### config.mk
export PLATFORM = sky130hd
export DESIGN_NAME = router_pkt_reader
export DESIGN_NICKNAME = d
export VERILOG_FILES = /design/src/rtl/router_pkt_reader.sv
export SDC_FILE = /design/constraint.sdc
export NUM_CORES = 1
export LEC_CHECK = 0
export CORE_ASPECT_RATIO = 1.4
export CORE_MARGIN = 2
export CORE_UTILIZATION = 35
export DETAILED_ROUTE_END_ITERATION = 16
export PLACE_DENSITY = 0.54
export SKIP_CTS_REPAIR_TIMING = 1
export SYNTH_ARGS = -nofsm -noshare
export SYNTH_HDL_FRONTEND = slang
export SYNTH_SLANG_ARGS = --single-unit
### constraint.sdc
create_clock -name clk -period 3.2 [get_ports clk]
set_input_delay 0.96 -clock clk [delete_from_list [all_inputs] [get_ports clk]]
set_output_delay 0.96 -clock clk [all_outputs]
set_load 0.05 [all_outputs]
### src/rtl/router_pkt_reader.sv
`default_nettype none
// ============================================================================
//  Module   : router_pkt_reader
//  Brief    : Drain-side reader for one router output port. Pulls one packet
//             (header, payload, parity) from the port FIFO, streams payload
//             bytes to a local sink, and reports done / parity / address /
//             abort status.
//  Revision : 1.0  initial release
// ============================================================================
module router_pkt_reader #(
  parameter int PORT_ID = 0
) (
  input  logic       clk,
  input  logic       reset,
  input  logic       vld_out,
  input  logic [7:0] data_out,
  input  logic       soft_reset,
  input  logic       sink_ready,
  output logic       read_enb,
  output logic       byte_valid,
  output logic [7:0] byte_data,
  output logic [5:0] pkt_len,
  output logic       busy,
  output logic       pkt_done,
  output logic       parity_err,
  output logic       addr_err,
  output logic       pkt_abort
);

  localparam logic [1:0] C_PORT_ADDR = 2'(PORT_ID);

  typedef enum logic [1:0] {
    IDLE = 2'd0,
    HDR  = 2'd1,
    BODY = 2'd2,
    DONE = 2'd3
  } state_t;

  state_t     state_q, state_d;
  logic [6:0] rem_issue_q, rem_issue_d;   // reads still to issue (payload + parity)
  logic [6:0] rem_rcv_q, rem_rcv_d;       // bytes still to receive
  logic [7:0] par_q, par_d;               // running XOR of header and payload
  logic [1:0] addr_q, addr_d;
  logic [5:0] pkt_len_q, pkt_len_d;
  logic       inflight_q, inflight_d;     // a BODY read was issued last cycle
  logic       par_bad_q, par_bad_d;

  // Next-state, datapath updates and all outputs; outputs held at 0 in reset
  always_comb begin
    state_d     = state_q;
    rem_issue_d = rem_issue_q;
    rem_rcv_d   = rem_rcv_q;
    par_d       = par_q;
    addr_d      = addr_q;
    pkt_len_d   = pkt_len_q;
    inflight_d  = 1'b0;
    par_bad_d   = par_bad_q;
    read_enb    = 1'b0;
    byte_valid  = 1'b0;
    byte_data   = 8'd0;
    pkt_len     = 6'd0;
    busy        = 1'b0;
    pkt_done    = 1'b0;
    parity_err  = 1'b0;
    addr_err    = 1'b0;
    pkt_abort   = 1'b0;

    if (!reset) begin
      pkt_len = pkt_len_q;
      busy    = (state_q != IDLE);
      if (soft_reset && (state_q != IDLE)) begin
        // FIFO was flushed underneath us: drop the packet and any byte in flight
        pkt_abort = 1'b1;
        state_d   = IDLE;
      end else begin
        case (state_q)
          IDLE: begin
            read_enb = vld_out & sink_ready;
            if (read_enb) state_d = HDR;
          end
          HDR: begin
            pkt_len_d   = data_out[7:2];
            par_d       = data_out;
            addr_d      = data_out[1:0];
            rem_issue_d = {1'b0, data_out[7:2]} + 7'd1;
            rem_rcv_d   = {1'b0, data_out[7:2]} + 7'd1;
            state_d     = BODY;
          end
          BODY: begin
            read_enb   = vld_out & sink_ready & (rem_issue_q != 7'd0);
            inflight_d = read_enb;
            if (read_enb) rem_issue_d = rem_issue_q - 7'd1;
            if (inflight_q) begin
              rem_rcv_d = rem_rcv_q - 7'd1;
              if (rem_rcv_q > 7'd1) begin
                byte_valid = 1'b1;
                byte_data  = data_out;
                par_d      = par_q ^ data_out;
              end else begin
                // last byte of the packet is the parity byte
                par_bad_d = (data_out != par_q);
                state_d   = DONE;
              end
            end
          end
          DONE: begin
            pkt_done   = 1'b1;
            parity_err = par_bad_q;
            addr_err   = (addr_q != C_PORT_ADDR);
            state_d    = IDLE;
          end
          default: state_d = IDLE;
        endcase
      end
    end
  end

  // State and datapath registers with synchronous reset
  always_ff @(posedge clk) begin
    if (reset) begin
      state_q     <= IDLE;
      rem_issue_q <= 7'd0;
      rem_rcv_q   <= 7'd0;
      par_q       <= 8'd0;
      addr_q      <= 2'd0;
      pkt_len_q   <= 6'd0;
      inflight_q  <= 1'b0;
      par_bad_q   <= 1'b0;
    end else begin
      state_q     <= state_d;
      rem_issue_q <= rem_issue_d;
      rem_rcv_q   <= rem_rcv_d;
      par_q       <= par_d;
      addr_q      <= addr_d;
      pkt_len_q   <= pkt_len_d;
      inflight_q  <= inflight_d;
      par_bad_q   <= par_bad_d;
    end
  end

endmodule
`default_nettype wire
==> results.sh <==
export IMPL_period_share=0.9488
export IMPL_synth_top_family_by_area="simple AND/OR/NAND/NOR gates"
export IMPL_start_util=0.3565
export IMPL_clkLatencyLatePin_ns=0.29
export IMPL_synth_edf_count=0
export IMPL_io_buffers=33
export IMPL_drt_pass1_iterations=4
export IMPL_synth_xor_area_frac=0.03765
export IMPL_die_w_um=72.90
export IMPL_rsz0062_at_grt="no"
export IMPL_run_status="finished clean"
export IMPL_wirelength_um=6773
export IMPL_hold_viol=0
export IMPL_leakage_nw=1.141
export IMPL_yosysWarnings=0
export IMPL_setup_violations=0
export IMPL_area_delta_synth_final_pct=27.97
export IMPL_crit_arrival_ns=2.08
export IMPL_async_flop_share=0
export IMPL_criticalPathCategory="input pin to primary output"
export IMPL_rrSetupSlack_ns=0.94
export IMPL_worstMarginPinSlew_ns=0.6405
export IMPL_ys_seq_elements=34
export IMPL_drive_above_1_share=0.2170
export IMPL_cts_sinks=34
export IMPL_tritoncts="yes"
export IMPL_synth_main_ff_cell="dfxtp_1"
export IMPL_end_kind="primary output"
export IMPL_avgSynthCellArea_um2=7.779
export IMPL_cts_inserted_buffers=5
export IMPL_grt_pass1_vias=2171
export IMPL_setup_slack_ns=0.1639
export IMPL_crit_required_ns=2.24
export IMPL_core_um2=6525
export IMPL_gp_congestion=0.8028
export IMPL_synth_simple_area_share=0.3432
export IMPL_drt_iter0_markers=146
export IMPL_die_h_um=100.5
export IMPL_relSlewSlack=0.5721
export IMPL_synth_compound_area_frac=0.2130
export IMPL_mappedNetlistNets=320
export IMPL_synthCells=299
export IMPL_place_area_um2=2798
export IMPL_timing_rr_start="state_q[0]"
export IMPL_skew_ns=0.008234
export IMPL_vias=2303
export IMPL_crit_start="soft_reset"
export IMPL_globalRouteTotalUtil=0.1914
export IMPL_ctsHtreeMaxLevel=2
export IMPL_wl_per_cell_um=16.32
export IMPL_cp_max_fo=5
export IMPL_yosysSeqAreaShare=0.2926
export IMPL_p_total_mw=2.273
export IMPL_grt_overflow=0
export IMPL_dp_hpwl_um=5073
export IMPL_muxShareOfSynthArea=0.009145
export IMPL_finalInstanceArea_um2=2977
export IMPL_drtAntennaViolNets=0
export IMPL_ios=34
export IMPL_clockRootBuffer="clkbuf_8"
export IMPL_n_antenna_cell=0
export IMPL_dpl_worst_slack_ns=-0.05418
export IMPL_rows=35
export IMPL_startpoint_type="input pin"
export IMPL_avgViaCountPerCell=5.549
export IMPL_nets=361
export IMPL_maxCapViolCount=0
export IMPL_clockBufferDepth=2
export IMPL_power_per_cell_area_nw_per_um2=763.6
export IMPL_period_minus_slack_ns=3.036
export IMPL_setup_tns_ns=0
export IMPL_path_clk_slew_ns=0.08
export IMPL_antenna_found_initial=0
export IMPL_grt_max_degree=33
export IMPL_peakVddDrop_mv=0.3410
export IMPL_max_freq_ghz=0.3294
export IMPL_grt_pass1_wl_um=10700
export IMPL_holdWs_ns=0.4550
export IMPL_hp_class="register to register"
export IMPL_design_die_area_um2=7323
export IMPL_drc=0
export IMPL_syn_area_um2=2326
export IMPL_synthAdderAreaFrac=0.04303
export IMPL_synth_cell_type_count=56
export IMPL_slew_viol_final=0
export IMPL_min_from="pkt_len_q[1]"
-- per-stage QoR --
step | util | cells
floorplan | - | 299
global placement | 0.4288 | 406
detailed placement | 0.4288 | 406
CTS | 0.4454 | 414
global route | 0.4562 | 415
finish | 0.4562 | 415
-- routing by layer --
layer  global-route usage  up-vias  wire [µm]
li1                     -     1160          -
met1               0.2131     1079       2789
met2               0.3406       52       3515
met3              0.03900       12        251
met4              0.09117        0        216
met5                    0        -          0
-- kinds of logic after synthesis --
family / after synthesis
compound gates: 72
flops: 34
fa+ha+maj: 8
buf+inv: 35
simple gates: 138
xor+xnor: 10
mux: 2
-- layout make-up --
cell class              count  area (µm²)
fillers                   646        3548
multi-input cells         230        1536
flip-flops and latches     34       680.7
repair buffers             55       505.5
well taps                  74       92.59
clock buffers               5       68.82
inverters                  14       52.55
clock inverters             3       40.04
-- flip-flops by register name (all words and copies together), names as in the netlist --
signal       flops
par_q            8
rem_issue_q      7
rem_rcv_q        7
pkt_len_q        6
addr_q           2
state_q          2
inflight_q       1
par_bad_q        1
-- final timing paths --
check / end / cells after the start
setup / recovery: byte_data[4] / 7
hold / removal: pkt_len_q[1] / 2
setup reg to reg: par_q[5] / 7
hold reg to reg: pkt_len_q[1] / 2
-- power breakdown --
group / internal [mW] / leakage [nW] / switching (mW)
Combinational: 0.453 / 0.807 / 0.759
Sequential: 0.547 / 0.277 / 0.110
Clock: 0.229 / 0.0579 / 0.174
-- Yosys cell counts, drive strengths merged (2+ instances only) --
| library cell | instances | area, µm² |
|---|---|---|
| or3 | 2 | 12.51 |
| nand4b | 7 | 61.31 |
| nor4b | 2 | 23.77 |
| a211o | 3 | 26.28 |
| nand2b | 9 | 56.30 |
| xnor2 | 10 | 87.58 |
| nand4 | 3 | 18.77 |
| and3 | 3 | 18.77 |
| dfxtp | 34 | 680.7 |
| o21ai | 9 | 45.04 |
| o22ai | 3 | 18.77 |
| nand3 | 22 | 110.1 |
| o31ai | 3 | 22.52 |
| inv | 13 | 48.80 |
| clkbuf | 13 | 48.80 |
| and2 | 12 | 75.07 |
| a21oi | 27 | 135.1 |
| ha | 8 | 100.1 |
| a311oi | 2 | 17.52 |
| or4 | 6 | 45.04 |
| o31a | 2 | 17.52 |
| nor2b | 8 | 50.05 |
| nand3b | 8 | 60.06 |
| buf | 8 | 41.28 |
| o41ai | 2 | 25.03 |
| nand2 | 20 | 75.07 |
| nor3b | 3 | 22.52 |
| a31oi | 3 | 18.77 |
| o211ai | 5 | 37.54 |
| a211oi | 3 | 22.52 |
| nor4 | 3 | 25.02 |
| nor3 | 10 | 55.05 |
| nor2 | 17 | 66.32 |
-- worst max-delay path, stage by stage --
cell and delay (ns):
dlymetal6s2s_1 0.13, nor2b_2 0.14, buf_4 0.15, nor4_4 0.22, buf_4 0.18, and2_2 0.15
buf_8 0.14
-- placed cells by master (no fill, tap or decap), types with 2 or more instances in the layout --
| master | count |
|---|---|
| ha_1 | 8 |
| nand4b_1 | 7 |
| clkdlybuf4s50_1 | 10 |
| buf_6 | 4 |
| a21oi_1 | 27 |
| buf_8 | 5 |
| nand3_1 | 22 |
| nor3b_1 | 3 |
| xnor2_1 | 10 |
| a211oi_1 | 3 |
| buf_4 | 33 |
| o21ai_0 | 9 |
| and2_1 | 4 |
| nor3_1 | 8 |
| nand2b_1 | 9 |
| o31ai_1 | 3 |
| a211o_1 | 3 |
| or4_1 | 6 |
| o31a_1 | 2 |
| nand4_1 | 3 |
| or3_1 | 2 |
| clkbuf_8 | 5 |
| nand3b_1 | 8 |
| and2_4 | 5 |
| nor4_1 | 2 |
| and3_1 | 3 |
| o22ai_1 | 3 |
| nor2_1 | 16 |
| a311oi_1 | 2 |
| clkinv_2 | 2 |
| and2_2 | 3 |
| dfxtp_1 | 34 |
| nor2b_1 | 7 |
| o211ai_1 | 5 |
| a31oi_1 | 3 |
| nor3_2 | 2 |
| inv_1 | 13 |
| nand2_1 | 20 |
No activity file was read; power rests on OpenSTA's default activity.
